===== config.mk =====
export PLATFORM = sky130hd
export DESIGN_NAME = lane_traffic_engine
export DESIGN_NICKNAME = d
export VERILOG_FILES = /design/src/rtl/frogger_pkg.sv /design/src/rtl/lane_mover.sv /design/src/rtl/lane_traffic_engine.sv
export SDC_FILE = /design/constraint.sdc
export NUM_CORES = 1
export LEC_CHECK = 0
export ABC_AREA = 1
export CAP_MARGIN = 5
export CORE_MARGIN = 10
export CORE_UTILIZATION = 25
export CTS_BUF_LIST = sky130_fd_sc_hd__clkbuf_16
export DETAILED_ROUTE_END_ITERATION = 8
export GPL_TIMING_DRIVEN = 0
export HOLD_SLACK_MARGIN = 0.08
export PLACE_DENSITY = 0.44
export RECOVER_POWER = 100
export SYNTH_ARGS = -nofsm -noshare
export SYNTH_HDL_FRONTEND = slang
export SYNTH_SLANG_ARGS = --single-unit

===== constraint.sdc =====
create_clock -name clk -period 4.8 [get_ports clk]
set_input_delay 0.72 -clock clk [delete_from_list [all_inputs] [get_ports clk]]
set_output_delay 0.72 -clock clk [all_outputs]
set_load 0.005 [all_outputs]

===== src/rtl/frogger_pkg.sv =====
// Shared constants for the lane traffic engine: FSM encoding, tile size, lives, goal row,
// plus the frog/car overlap test used by the collision logic.
package frogger_pkg;

  localparam logic [1:0] StPlay = 2'd0;
  localparam logic [1:0] StHit  = 2'd1;
  localparam logic [1:0] StWon  = 2'd2;

  localparam int unsigned TILE_PX    = 32;
  localparam logic [1:0]  LIVES_INIT = 2'd3;
  localparam logic [9:0]  GOAL_Y     = 10'd0;

  // Frog is one tile wide; car spans len tiles. 11-bit sums, no screen wrap handling.
  function automatic logic car_hit(input logic [9:0] fx, input logic [9:0] fy,
                                   input logic [9:0] ly, input logic [9:0] cx,
                                   input logic [1:0] len);
    logic [10:0] frog_r;
    logic [10:0] car_r;
    frog_r = {1'b0, fx} + 11'(TILE_PX);
    car_r  = {1'b0, cx} + 11'(len) * 11'(TILE_PX);
    return (fy == ly) && (frog_r > {1'b0, cx}) && ({1'b0, fx} < car_r);
  endfunction

endpackage


===== src/rtl/lane_mover.sv =====
// One car lane: tick counter against a level-adjusted period, wrapping tile position,
// and the registered pixel X of the car.
module lane_mover
  import frogger_pkg::*;
#(
  parameter int unsigned POS_W = 5,
  parameter int unsigned SPD_W = 4
) (
  input  logic             clk,
  input  logic             reset_n,
  input  logic             tick,
  input  logic             clear,
  input  logic             dir,
  input  logic [SPD_W-1:0] speed,
  input  logic [3:0]       level,
  output logic [9:0]       car_x
);

  localparam int unsigned CW = ((SPD_W > 4) ? SPD_W : 4) + 1;

  logic [POS_W-1:0] pos_q, pos_d;
  logic [SPD_W-1:0] cnt_q, cnt_d;
  logic [9:0]       car_x_q, car_x_d;
  logic [CW-1:0]    period;
  logic [CW-1:0]    cnt_inc;

  always_comb begin
    // Faster at higher levels, but never faster than one step per tick.
    period  = (CW'(speed) > CW'(level)) ? CW'(speed) - CW'(level) : CW'(1);
    cnt_inc = CW'(cnt_q) + CW'(1);
    pos_d   = pos_q;
    cnt_d   = cnt_q;
    if (clear) begin
      pos_d = '0;
      cnt_d = '0;
    end else if (tick) begin
      if (cnt_inc >= period) begin
        cnt_d = '0;
        pos_d = dir ? pos_q - POS_W'(1) : pos_q + POS_W'(1);
      end else begin
        cnt_d = SPD_W'(cnt_inc);
      end
    end
    car_x_d = 10'(32'(pos_q) * TILE_PX);
  end

  always_ff @(posedge clk or negedge reset_n) begin
    if (!reset_n) begin
      pos_q   <= '0;
      cnt_q   <= '0;
      car_x_q <= '0;
    end else begin
      pos_q   <= pos_d;
      cnt_q   <= cnt_d;
      car_x_q <= car_x_d;
    end
  end

  assign car_x = car_x_q;

endmodule


===== src/rtl/lane_traffic_engine.sv =====
// Frogger lane engine: PLAY/HIT/WON state machine, level and lives tracking, collision.
// Define GAME_LIVES_EN to enable the three-lives scheme; otherwise every death resets level.
module lane_traffic_engine
  import frogger_pkg::*;
#(
  parameter int unsigned N_LANES    = 10,
  parameter int unsigned POS_W      = 5,
  parameter int unsigned SPD_W      = 4,
  parameter int unsigned MAX_LEVEL  = 8,
  parameter int unsigned HOLD_TICKS = 16
) (
  input  logic                     clk,
  input  logic                     reset_n,
  input  logic                     clk_enable,
  input  logic [9:0]               frog_x,
  input  logic [9:0]               frog_y,
  input  logic [N_LANES*10-1:0]    lane_y,
  input  logic [N_LANES-1:0]       lane_dir,
  input  logic [N_LANES*2-1:0]     lane_len,
  input  logic [N_LANES*SPD_W-1:0] lane_speed,
  output logic [N_LANES*10-1:0]    car_x,
  output logic [3:0]               level,
  output logic                     frog_reset,
  output logic                     death_pulse,
  output logic                     win_pulse,
  output logic [1:0]               lives,
  output logic                     frozen
);

  localparam int unsigned HW = (HOLD_TICKS > 1) ? $clog2(HOLD_TICKS + 1) : 1;
`ifdef GAME_LIVES_EN
  localparam logic [1:0] LivesRst = LIVES_INIT;
`else
  localparam logic [1:0] LivesRst = 2'd0;
`endif

  logic [1:0]         state_q, state_d;
  logic [HW-1:0]      hold_q, hold_d;
  logic [3:0]         level_q, level_d;
  logic [1:0]         lives_q, lives_d;
  logic               death_q, win_q, frog_reset_q;
  logic               play, death, win, lane_tick, lane_clear;
  logic [N_LANES-1:0] lane_hit;

  assign play       = (state_q == StPlay);
  assign lane_tick  = play & clk_enable;
  assign lane_clear = death | win;

  always_comb begin
    lane_hit = '0;
    for (int unsigned i = 0; i < N_LANES; i++) begin
      lane_hit[i] = car_hit(frog_x, frog_y, lane_y[i*10 +: 10], car_x[i*10 +: 10],
                            lane_len[i*2 +: 2]);
    end
  end

  assign death = play & (|lane_hit);
  assign win   = play & (frog_y == GOAL_Y) & ~death;

  always_comb begin
    state_d = state_q;
    hold_d  = hold_q;
    level_d = level_q;
    lives_d = lives_q;
    case (state_q)
      StPlay: begin
        if (death) begin
          state_d = StHit;
          hold_d  = '0;
`ifdef GAME_LIVES_EN
          if (lives_q == 2'd1) begin
            level_d = '0;
            lives_d = LIVES_INIT;
          end else begin
            lives_d = lives_q - 2'd1;
          end
`else
          level_d = '0;
`endif
        end else if (win) begin
          state_d = StWon;
          hold_d  = '0;
          level_d = (level_q < 4'(MAX_LEVEL)) ? level_q + 4'd1 : 4'd0;
        end
      end
      StHit, StWon: begin
        if (clk_enable) begin
          if (32'(hold_q) + 32'd1 >= HOLD_TICKS) begin
            state_d = StPlay;
            hold_d  = '0;
          end else begin
            hold_d = hold_q + HW'(1);
          end
        end
      end
      default: state_d = StPlay;
    endcase
  end

  always_ff @(posedge clk or negedge reset_n) begin
    if (!reset_n) begin
      state_q      <= StPlay;
      hold_q       <= '0;
      level_q      <= '0;
      lives_q      <= LivesRst;
      death_q      <= 1'b0;
      win_q        <= 1'b0;
      frog_reset_q <= 1'b0;
    end else begin
      state_q      <= state_d;
      hold_q       <= hold_d;
      level_q      <= level_d;
      lives_q      <= lives_d;
      death_q      <= death;
      win_q        <= win;
      frog_reset_q <= death | win;
    end
  end

  for (genvar g = 0; g < N_LANES; g++) begin : g_lane
    lane_mover #(
      .POS_W(POS_W),
      .SPD_W(SPD_W)
    ) u_lane (
      .clk    (clk),
      .reset_n(reset_n),
      .tick   (lane_tick),
      .clear  (lane_clear),
      .dir    (lane_dir[g]),
      .speed  (lane_speed[g*SPD_W +: SPD_W]),
      .level  (level_q),
      .car_x  (car_x[g*10 +: 10])
    );
  end

  assign level       = level_q;
  assign lives       = lives_q;
  assign death_pulse = death_q;
  assign win_pulse   = win_q;
  assign frog_reset  = frog_reset_q;
  assign frozen      = ~play;

endmodule

==> results_dict.tcl <==
set metrics [dict create \
    outcome "finished with violations" \
    violations "capacitance limit, slew limit" \
    setup_viol 0 \
    instances_no_fill 3391 \
    dr_total_vias 15418 \
    antenna_found_initial 6 \
    htreeDepth 4 \
    multi_input_comb_area_um2 10900 \
    vdd_ir_drop_max_v 0.000273 \
    final_common_cell "nand2_1" \
    crit_path_start_kind "primary input" \
    seq_area_frac_synth 0.235 \
    grt-ovfl-total 0 \
    rsz0062_at_grt "no" \
    cpMostUsedCell "nand2_1" \
    ys_seq_elements 154 \
    r2r_slack_ps 620 \
    rows 93 \
    vias_per_cell 4.55 \
    synth.distinct_cells 40 \
    dp_cells 3357 \
    fin_hold_ws_ps 426 \
    reg2reg_from "level[1]$_DFFE_PN0P_" \
    max_freq_mhz 228 \
    async_reset_ff_frac 1.00 \
    crit_end "g_lane[7].u_lane.pos_q[3]$_DFFE_PN0P_" \
    die_w_um 276 \
    dp_worst_setup_slack_ps -701 \
    cts.sinks 154 \
    synth_top_area_cell "dfrtp_1" \
    drv_slew 52 \
    fillers 6914 \
    place_hpwl_um 48500 \
    yosysWarnings 0 \
    rr_endpoint "g_lane[7].u_lane.pos_q[3]$_DFFE_PN0P_" \
    synth.top_cell.area_share 0.235 \
    grt_max_degree 104 \
    hp-class "reg2reg" \
    drive_gt1_frac 0.0667 \
    setup_ws_ps 413 \
    synth_area_per_cell_um2 7.45 \
    switching_power_mw 5.64 \
    syn_area_um2 16400 \
    crit_path_max_incr_delay_ps 750 \
    port-buffer-count 244 \
    clkPwrFrac 0.123 \
    grt_pass1_wl_um 91500 \
    synthCells 2205 \
    p_leak_nw 10.7 \
    coreArea_um2 64700 \
    cts_buffers 17 \
    routabilityCongestion 0.852 \
    dieArea_um2 76400 \
    path_max_fanout 13 \
    power_frac_comb 0.651 \
    powerDensity_nw_per_um2 549 \
    dr.pass1.iters 5 \
    initial_utilization 0.254 \
    min_period_over_period 0.914 \
    relSlewSlack -1.07 \
    cts_tree "yes" \
    finalCriticalPeriod_ps 4390 \
    critPathArrivalTime_ps 4750 \
    seqCellArea_um2 3850 \
    cts_buffer_depth 2 \
    die_height_um 276 \
    intPower_mw 5.75 \
    cts_root_buffer "clkbuf_16" \
    crit_required_ps 5160 \
    grt_use_total 0.152 \
    cts_hold_buf 0 \
    drc 0 \
    clock_skew_ps 15.6 \
    ant_nets 0 \
    worst_r2r_path_depth 18 \
    critPathLaunch "frog_x[7]" \
    grt_pass1_vias 15476 \
    path_clk_slew_ps 70 \
    ys.flop_type "dfrtp_1" \
    seq_power_share 0.226 \
    worst_pin_slew_ps 3100 \
    wl_per_cell_um 17.5 \
    cp-end-kind "register" \
    routed_wl_um 59400 \
    cp_slowest_cell "dlymetal6s2s_1" \
    p_sw_frac 0.495 \
    nNetsFinal 2990 \
    final_cell_mix "528 x nand2_1, 282 x inv_1, 245 x ha_1" \
    path_class "in2reg" \
    final_hold_viol_count 0 \
    synth_area_leaders "dfrtp_1 23%, ha_1 19%, nand2_1 12%" \
    synth_edf_count 0 \
    clk_latency_ps 480 \
    io_pins 303 \
    maxCapViolations 1 \
    areaGrowthSynthToFinish_pct 26.4 \
    hold_start "g_lane[4].u_lane.pos_q[2]$_DFFE_PN0P_" \
    first_iter_violations 893 \
    worstPathCellList "dlymetal6s2s_1 -> nand2_1 -> nor2_1 -> xnor2_1 -> inv_1 -> ha_1 -> nand2_1 -> inv_1 -> nand2_1 -> nand2_1 -> nand2_1 -> nand2_1 -> nand2_1 -> nand2_1 -> nand3_1 -> nand2_1 -> nor2_1 -> nand3_2 -> nand2_2 -> clkbuf_2 -> o211ai_1 -> nand2_1 -> nand2_1" \
]
## power groups by stage
stage                     Sequential, mW  Combinational (mW)  Clock (mW)
after global placement              2.62                7.33           0
final                               2.57                7.41        1.41
after CTS                           2.60                7.59        1.46
after detailed placement            2.63                7.54           0
after floorplan                     2.30                5.30           0
after global routing                2.67                8.61        1.51
## routing by layer
metal,up-vias,track usage,wire length [um]
met4,10,0.0467,1480
met2,355,0.260,28300
met1,7157,0.188,26800
li1,7821,-,-
met3,75,0.0343,2770
met5,-,0,54
## how the worst min path moves through the flow
stage                                                        to  slack (ps)  cells after the start
final                       g_lane[4].u_lane.car_x[7]$_DFF_PN0_         430                      0
after global routing        g_lane[5].u_lane.car_x[7]$_DFF_PN0_         440                      0
after CTS                 g_lane[4].u_lane.cnt_q[0]$_DFFE_PN0P_         140                      1
after detailed placement    g_lane[9].u_lane.car_x[8]$_DFF_PN0_         400                      0
after global placement      g_lane[9].u_lane.car_x[8]$_DFF_PN0_         410                      0
after floorplan             g_lane[0].u_lane.car_x[7]$_DFF_PN0_         380                      0
## cell usage after synthesis, types with 8 or more instances
library cell  number
nand2_1          528
inv_1            282
ha_1             245
nor2_1           184
dfrtp_1          154
nand3_1          142
xor2_1            84
buf_4             68
nand4_1           63
xnor2_1           60
a21oi_1           56
o2111ai_1         50
fa_1              30
o21ai_0           28
or2_2             23
clkbuf_1          22
a21o_1            20
and3_1            20
nor3_1            20
o211ai_1          19
o21ai_1           16
buf_2             14
nor2_2            11
a211oi_1          10
a221oi_1          10
o22ai_1            9
inv_2              8
## kinds of logic (layout without fill, tap and decap cells)
| group | count (synthesis) | in the layout | share of synthesized area |
|---|---|---|---|
| other | 1 | 53 | 0.000228 |
| flip-flops | 154 | 154 | 0.235 |
| AND/OR/NAND/NOR | 1003 | 1003 | 0.263 |
| buffers and inverters | 405 | 684 | 0.112 |
| AO/OA/AOI/OAI | 223 | 223 | 0.0906 |
| XOR/XNOR | 144 | 144 | 0.0768 |
| adder cells (fa/ha/maj) | 275 | 275 | 0.223 |
## flip-flops by register name, indices dropped and copies added, names as in the netlist
register,cells
state_q,2
g_lane.u_lane.cnt_q,40
frog_reset,1
g_lane.u_lane.pos_q,50
g_lane.u_lane.car_x,50
death_pulse,1
win_pulse,1
hold_q,5
level,4
## worst max-delay path: cells and delay by family
kind / cells / cell delay [ps]
AOI/OAI and AO/OA: 1 / 300
xor gates and xnor gates: 1 / 80
adders and majority gates: 1 / 360
buffers and inverters: 4 / 1610
and+or+nand+nor: 16 / 1670
## what timing repair did
action,in CTS,in global routing
gates resized for setup,2,7
buffers inserted,0,0
endpoints found under the setup margin,56,101
cloned,0,1
## cell type report
class                      instances  share of cell area
timing repair inverter             1            0.000362
antenna                            1            0.000121
tap                              855              0.0515
timing repair buffer             246               0.119
clock buffer                      17              0.0205
multi-input combinational       1697               0.527
clock inverter                    15             0.00778
inverter                         291              0.0528
sequential                       154               0.186
buffer                           114              0.0356
## through the flow
stage	area (um^2)	util	power [mW]	TNS (ps)
finish	20800	0.321	11.4	0
global route	20800	0.321	12.8	0
CTS	20800	0.321	11.7	0
detailed placement	20200	0.312	10.2	-55550
global placement	20100	0.311	9.95	-690510
floorplan	16600	-	7.60	0
Note: power is estimated with default switching activity, not from simulation.
